File: config.mk
export PLATFORM = sky130hd
export DESIGN_NAME = front_panel_switches
export DESIGN_NICKNAME = d
export VERILOG_FILES = /design/src/rtl/front_panel_switches.sv
export SDC_FILE = /design/constraint.sdc
export NUM_CORES = 1
export LEC_CHECK = 0
export BUFFER_PORTS_ARGS = -buffer_cell sky130_fd_sc_hd__buf_2
export CELL_PAD_IN_SITES_DETAIL_PLACEMENT = 1
export CELL_PAD_IN_SITES_GLOBAL_PLACEMENT = 2
export CORE_MARGIN = 1
export CORE_UTILIZATION = 41
export DETAILED_ROUTE_END_ITERATION = 8
export PLACE_DENSITY = 0.91
export SYNTH_ARGS = -nofsm -noshare
export SYNTH_HDL_FRONTEND = slang
export SYNTH_SLANG_ARGS = --single-unit
File: constraint.sdc
create_clock -name clk -period 2.6 [get_ports clk]
set_input_delay 0 -clock clk [delete_from_list [all_inputs] [get_ports clk]]
set_output_delay 0 -clock clk [all_outputs]
set_load 0.02 [all_outputs]
File: src/rtl/front_panel_switches.sv
// Front-panel switch conditioner: two-flop sync, counter debounce, rising-edge
// detect, priority capture into a one-entry pending slot, and a STOP bypass.
module front_panel_switches #(
    parameter int DEBOUNCE_CYCLES = 500000
) (
    input  logic       clk,
    input  logic       reset_n,
    input  logic [6:0] sw_raw,
    input  logic [7:0] data_sw_raw,
    input  logic       busy,
    output logic [7:0] data_sw,
    output logic       examine,
    output logic       examine_next,
    output logic       deposit,
    output logic       deposit_next,
    output logic       step,
    output logic       run,
    output logic       stop,
    output logic       pending
);
    localparam int            CW        = $clog2(DEBOUNCE_CYCLES + 1);
    localparam logic [CW-1:0] CNT_LAST  = CW'(DEBOUNCE_CYCLES - 1);
    localparam int            STOP_BIT  = 6;

    logic [6:0]    sw_s1, sw_s2;
    logic [7:0]    data_s1, data_s2;
    logic [6:0]    deb, deb_q, edge_q;
    logic [CW-1:0] cnt [7];

    logic          slot_valid;
    logic [2:0]    slot_code;
    logic [5:0]    cmd_q;
    logic          stop_q;

    logic          emit;
    logic          stop_now;
    logic          any_cmd;
    logic [2:0]    pick;

    always_comb begin
        // NOTE: every always_comb output gets a default first so no path infers a latch.
        emit     = slot_valid & ~busy;
        stop_now = edge_q[STOP_BIT];
        any_cmd  = |edge_q[5:0];
        pick     = 3'd0;
        // Scan from lowest to highest priority so the highest-priority edge wins.
        for (int i = 5; i >= 0; i--) begin
            if (edge_q[i]) pick = 3'(i);
        end
    end

    always_ff @(posedge clk) begin
        if (!reset_n) begin
            // NOTE: the counter array is reset like any other state; it is a handful of flops, not a RAM.
            sw_s1   <= '0;
            sw_s2   <= '0;
            data_s1 <= '0;
            data_s2 <= '0;
            deb     <= '0;
            deb_q   <= '0;
            edge_q  <= '0;
            for (int i = 0; i < 7; i++) cnt[i] <= '0;
        end else begin
            // NOTE: sequential state uses non-blocking assignments so every flop samples pre-edge values.
            sw_s1   <= sw_raw;
            sw_s2   <= sw_s1;
            data_s1 <= data_sw_raw;
            data_s2 <= data_s1;
            for (int i = 0; i < 7; i++) begin
                if (sw_s2[i] == deb[i]) begin
                    cnt[i] <= '0;
                end else if (cnt[i] == CNT_LAST) begin
                    deb[i] <= sw_s2[i];
                    cnt[i] <= '0;
                end else begin
                    cnt[i] <= cnt[i] + CW'(1);
                end
            end
            deb_q  <= deb;
            edge_q <= deb & ~deb_q;
        end
    end

    always_ff @(posedge clk) begin
        if (!reset_n) begin
            slot_valid <= 1'b0;
            slot_code  <= 3'd0;
            cmd_q      <= '0;
            stop_q     <= 1'b0;
        end else begin
            stop_q <= stop_now;
            cmd_q  <= (emit && !stop_now) ? (6'b000001 << slot_code) : 6'b000000;
            if (stop_now) begin
                slot_valid <= 1'b0;
            end else if (!slot_valid || emit) begin
                slot_valid <= any_cmd;
                slot_code  <= pick;
            end
        end
    end

    assign data_sw      = data_s2;
    assign examine      = cmd_q[0];
    assign examine_next = cmd_q[1];
    assign deposit      = cmd_q[2];
    assign deposit_next = cmd_q[3];
    assign step         = cmd_q[4];
    assign run          = cmd_q[5];
    assign stop         = stop_q;
    assign pending      = slot_valid;

endmodule

## Word level (Yosys, flattened, before mapping)

Memories as Yosys holds them, arrays and structs flattened.
Cells that the tools add are included.

| word-level totals | value |
|---|---|
| bits in registers | 62 |
| latch bits | 0 |
| RAM bits | 133 |
| ROM bits | 0 |
| logic and storage cells | 194 |
| memories | 1 |

Memory list:

| name | depth | width | read ports | clocked after memory_dff | write ports | RTL line | text |
|---|---|---|---|---|---|---|---|
| cnt | 7 | 19 | 7 | 0 | 7 | 28 | `logic [CW-1:0] cnt [7];` |

| operators by class | value |
|---|---|
| add/subtract/negate cells | 7 |
| multipliers | 0 |
| divide/modulo/power cells | 0 |
| magnitude comparators | 0 |
| equality and inequality tests | 14 |
| shifts and indexed selects | 1 |
| mux-type cells | 105 |
| bitwise logic cells | 34 |
| reduce and logical (&&, ||, !) cells | 15 |

Operators by type and width:

| kind | number |
|---|---|
| $mux 19 | 21 |
| $add 19x1->19 const B | 7 |
| $eq 19x19->1 const B | 7 |
| $mux 1 | 78 |
| $or 1x1->1 | 21 |
| $mux 3 | 6 |
| $reduce_and 2->1 | 9 |
| $not 1->1 | 10 |
| $and 7x7->7 | 1 |
| $eq 1x1->1 | 7 |
| $not 7->7 | 1 |
| $reduce_or 6->1 | 1 |
| $shl 1x3->6 const A | 1 |
| $logic_not 1->1 | 2 |
| $reduce_or 2->1 | 1 |
| $and 1x1->1 | 1 |
| $logic_and 1x1->1 | 1 |
| $logic_or 1x1->1 | 1 |

## Longest topological paths before layout

| depth | value |
|---|---|
| depth in word-level cells | 7 |
| depth in mapped cells | 7 |
| depth with buffers taken out | 5 |

## Least setup slack after synthesis

OpenSTA, ideal clock, no wires.

| timing path | value |
|---|---|
| path kind | register to register |
| from | memory cnt[1][6] (netlist bit) |
| to | memory cnt[1][9] (netlist bit), data pin |
| setup time | 0.254 ns |
| arrival | 1.891 ns |
| data required time | 2.346 ns |
| slack | 0.455 ns |
| cell stages (with the launch flop) | 6 |
| buffers on the path | 1 |
| period minus slack after synthesis | 2.145 ns |
| path through | edfxtp_1 -> or4b_1 -> or4_4 -> o21bai_4 -> buf_6 -> nor2_1 |

RTL lines:

| element | RTL line |
|---|---|
| start, declared | 28 |

==> flow_metrics.tcl <==
set metrics [dict create \
    rr_startpoint "cnt[1][6]" \
    x_dimension_of_the_die_um 152 \
    rsz0062_at_grt "false" \
    max_cap_viol_count 0 \
    ys_seq_elements 195 \
    setup-violations-final 0 \
    drt_first_iter_violations 234 \
    synth_cell_type_count 50 \
    synthesized_area_per_cell_um2 10.6 \
    max_freq_mhz 425 \
    wl_per_cell_um 13.6 \
    num_rows 54 \
    regArea_um2 5240 \
    remaining_global_route_overflow 0 \
    routed_wl_um 18300 \
    io_pins 34 \
    multi_input_area_um2 4260 \
    critical_path.startpoint_type "flip-flop" \
    clock_latency_of_the_later_clocked_register_in_the_worst_skew_pair_ps 440 \
    track_usage_pct 16.9 \
    cts.repair.resized 0 \
    vdd_ir_drop_max_v 0.000432 \
    cp.required_ps 2770 \
    port-buffer-count 33 \
    tightest_slew_ps 554 \
    synth_enable_flop_cells 133 \
    clk_transition_reported_paths_ps 70 \
    fin_crit_sh_pct 90.6 \
    grt_max_degree 30 \
    grt_pass1_wl_um 32100 \
    antennaDiodeCount 0 \
    drtPass1Iterations 6 \
    initial_utilization_pct 42.0 \
    cts.path.max_buffers 2 \
    die_h_um 152 \
    synth_area_um2 9230 \
    ys.warnings.count 0 \
    period_needed_ps 2360 \
    fillerInstances 2462 \
    min_to "sw_s2[4]" \
    cts_max_level 4 \
    netSwitchingPower_w 0.00149 \
    grt_pass1_vias 6811 \
    post_synth_inst_count 870 \
    p_seq_share_pct 55.9 \
    design_power_total_w 0.00631 \
    cts-buffers-inserted 17 \
    cts_tree "yes" \
    gpl.final_weighted_congestion 0.780 \
    r2r_cell_count 4 \
    skew_ps 13.3 \
    number_of_pins_with_negative_max_slew_slack_in_the_final_report 0 \
    setup.reg_to_reg.worst_slack_ps 240 \
    final_layout_size_suffix_gt1_share_pct 8.53 \
    static-leakage-power_nw 3.95 \
    powerDensity_nw_per_um2 578 \
    vias 6698 \
    detail-route-antenna-nets 0 \
    critical_path_peak_fanout 17 \
    mostFrequentLayoutCells "edfxtp_1 (133), conb_1 (133), nor2_1 (114)" \
    intPower_w 0.00482 \
    end_kind "flip-flop" \
    place.detailed.hpwl_um 13100 \
    remaining_drc_errors 2 \
    power_frac_clock_pct 39.9 \
    share_of_async_settable_or_async_resettable_flops_after_synthesis_pct 0 \
    outcome "finished, violations left" \
    slew_headroom_pct 62.8 \
    worst_hold_path.num_cells 2 \
    setup_total_negative_slack_ps 0 \
    hold_path_class "input port to flip-flop" \
    ys_dominant_reg_cell "edfxtp_1" \
    antenna_found_initial 0 \
    seq_area_frac_synth_pct 56.7 \
    hold_start "reset_n" \
    num-nets-final 1079 \
    power.switching_fraction_pct 23.6 \
    area_delta_synth_final_pct 18.3 \
    numClockSinks 195 \
    worstReg2RegEnd "cnt[1][10]" \
    cp_data_arrival_time_ps 2520 \
    design.core.area_um2 22000 \
    failed_checks "DRC" \
    hold_ws_ps 119 \
    logic_pwr_share_pct 4.2 \
    fp.dieArea_um2 23100 \
    finalHoldViolCount 0 \
    clockRootBuffer "clkbuf_16" \
    critPathKind "flip-flop to flip-flop" \
    vias_per_cell 4.97 \
]
==> cell families after synthesis <==
kind of cell / count (synthesis) / synth area share, %
XOR/XNOR: 88 / 8.35
other: 1 / 0.0406
adder cells (fa/ha/maj): 7 / 0.949
flip-flops: 195 / 56.7
AND/OR/NAND/NOR: 421 / 24.8
AO/OA/AOI/OAI: 102 / 6.62
multiplexers: 1 / 0.108
buffers and inverters: 55 / 2.45
==> power by group through the flow <==
stage | sequential [W] | clock (W) | combinational (W)
floorplan | 0.00357 | 0 | 0.000180
global placement | 0.00359 | 0 | 0.000232
detailed placement | 0.00360 | 0 | 0.000237
CTS | 0.00353 | 0.00260 | 0.000257
global route | 0.00355 | 0.00272 | 0.000303
finish | 0.00353 | 0.00252 | 0.000262
==> critical path, stage by stage, from the launching register on <==
cell and delay (ps):
edfxtp_1 470, or4b_1 550, or4_4 580, o21bai_4 390, nor2_1 100
==> cell usage after synthesis, types with 2 or more instances <==
cell type / n / share of area, %
o21bai_1: 5 / 0.41
nor4b_1: 9 / 0.85
and3_1: 11 / 0.75
ha_1: 7 / 0.95
nor2b_1: 10 / 0.68
or4_1: 19 / 1.5
o31ai_1: 16 / 1.3
or3_2: 3 / 0.24
buf_6: 2 / 0.24
xnor2_1: 35 / 3.3
or4b_2: 3 / 0.33
and2_1: 42 / 2.8
buf_2: 4 / 0.22
nand2_1: 60 / 2.4
xor2_1: 53 / 5.0
nor2_1: 114 / 4.6
nand3_1: 33 / 1.8
nand4b_1: 4 / 0.38
nor3_1: 11 / 0.60
dfxtp_1: 62 / 13
o21ai_0: 24 / 1.3
nand4_1: 38 / 2.6
nand2b_1: 3 / 0.20
inv_1: 28 / 1.1
clkbuf_1: 20 / 0.81
nor4_1: 14 / 0.95
edfxtp_1: 133 / 43
a21o_1: 2 / 0.16
or3_1: 20 / 1.4
or2_2: 3 / 0.20
and4_1: 16 / 1.5
a21oi_1: 47 / 2.5
o21a_1: 2 / 0.16
==> metal layers <==
layer | global-route usage, % | part of all wire, % | vias up
met1 | 21.2 | 47 | 3239
met4 | 6.75 | 1.8 | 0
met3 | 2.60 | 1.6 | 22
met5 | 0 | 0 | -
met2 | 29.4 | 49 | 48
li1 | - | - | 3389
==> how the worst max path moves through the flow <==
stage,endpoint,slack (ps),cells after the start,startpoint
after floorplan,cnt[1][9],450,5,cnt[1][6]
after detailed placement,cnt[1][6],250,4,cnt[1][6]
after global placement,cnt[1][3],310,4,cnt[1][6]
after global routing,cnt[1][10],170,4,cnt[1][9]
final,cnt[1][10],240,4,cnt[1][6]
after CTS,cnt[1][6],250,4,cnt[1][6]
==> flip-flops by register name, summed over array words and instances (netlist names), 3 cells and up <==
| signal | cells |
|---|---|
| cnt | 133 |
| data_s1 | 8 |
| data_sw | 8 |
| deb | 7 |
| deb_q | 7 |
| edge_q | 7 |
| sw_s1 | 7 |
| sw_s2 | 7 |
| cmd_q | 6 |
| slot_code | 3 |
==> area by class of cell <==
| class | instances | area share, % |
|---|---|---|
| sequential | 195 | 47.9 |
| multi-input combinational | 752 | 39.0 |
| clock buffer | 19 | 4.06 |
| timing repair buffer | 59 | 3.67 |
| tap | 280 | 3.21 |
| clock inverter | 13 | 1.10 |
| inverter | 29 | 0.997 |
==> stage by stage <==
| stage | instances | cell area, um^2 | util, % | setup WS [ps] |
|---|---|---|---|---|
| 2_1_floorplan | 1002 | 9730 | - | 455 |
| 3_3_place_gp | 1299 | 10200 | 46.4 | 314 |
| 3_5_place_dp | 1299 | 10200 | 46.4 | 253 |
| 4_1_cts | 1347 | 10900 | 49.7 | 250 |
| 5_1_grt | 1347 | 10900 | 49.7 | 169 |
| 6_report | 1347 | 10900 | 49.7 | 245 |
==> timing repair <==
item	4_1_cts	5_1_grt
buffers inserted	0	0
hold buffers	16	0
endpoints found under the hold margin	21	0
endpoints found under the setup margin	0	0
No activity file was read; power rests on OpenSTA's default activity.
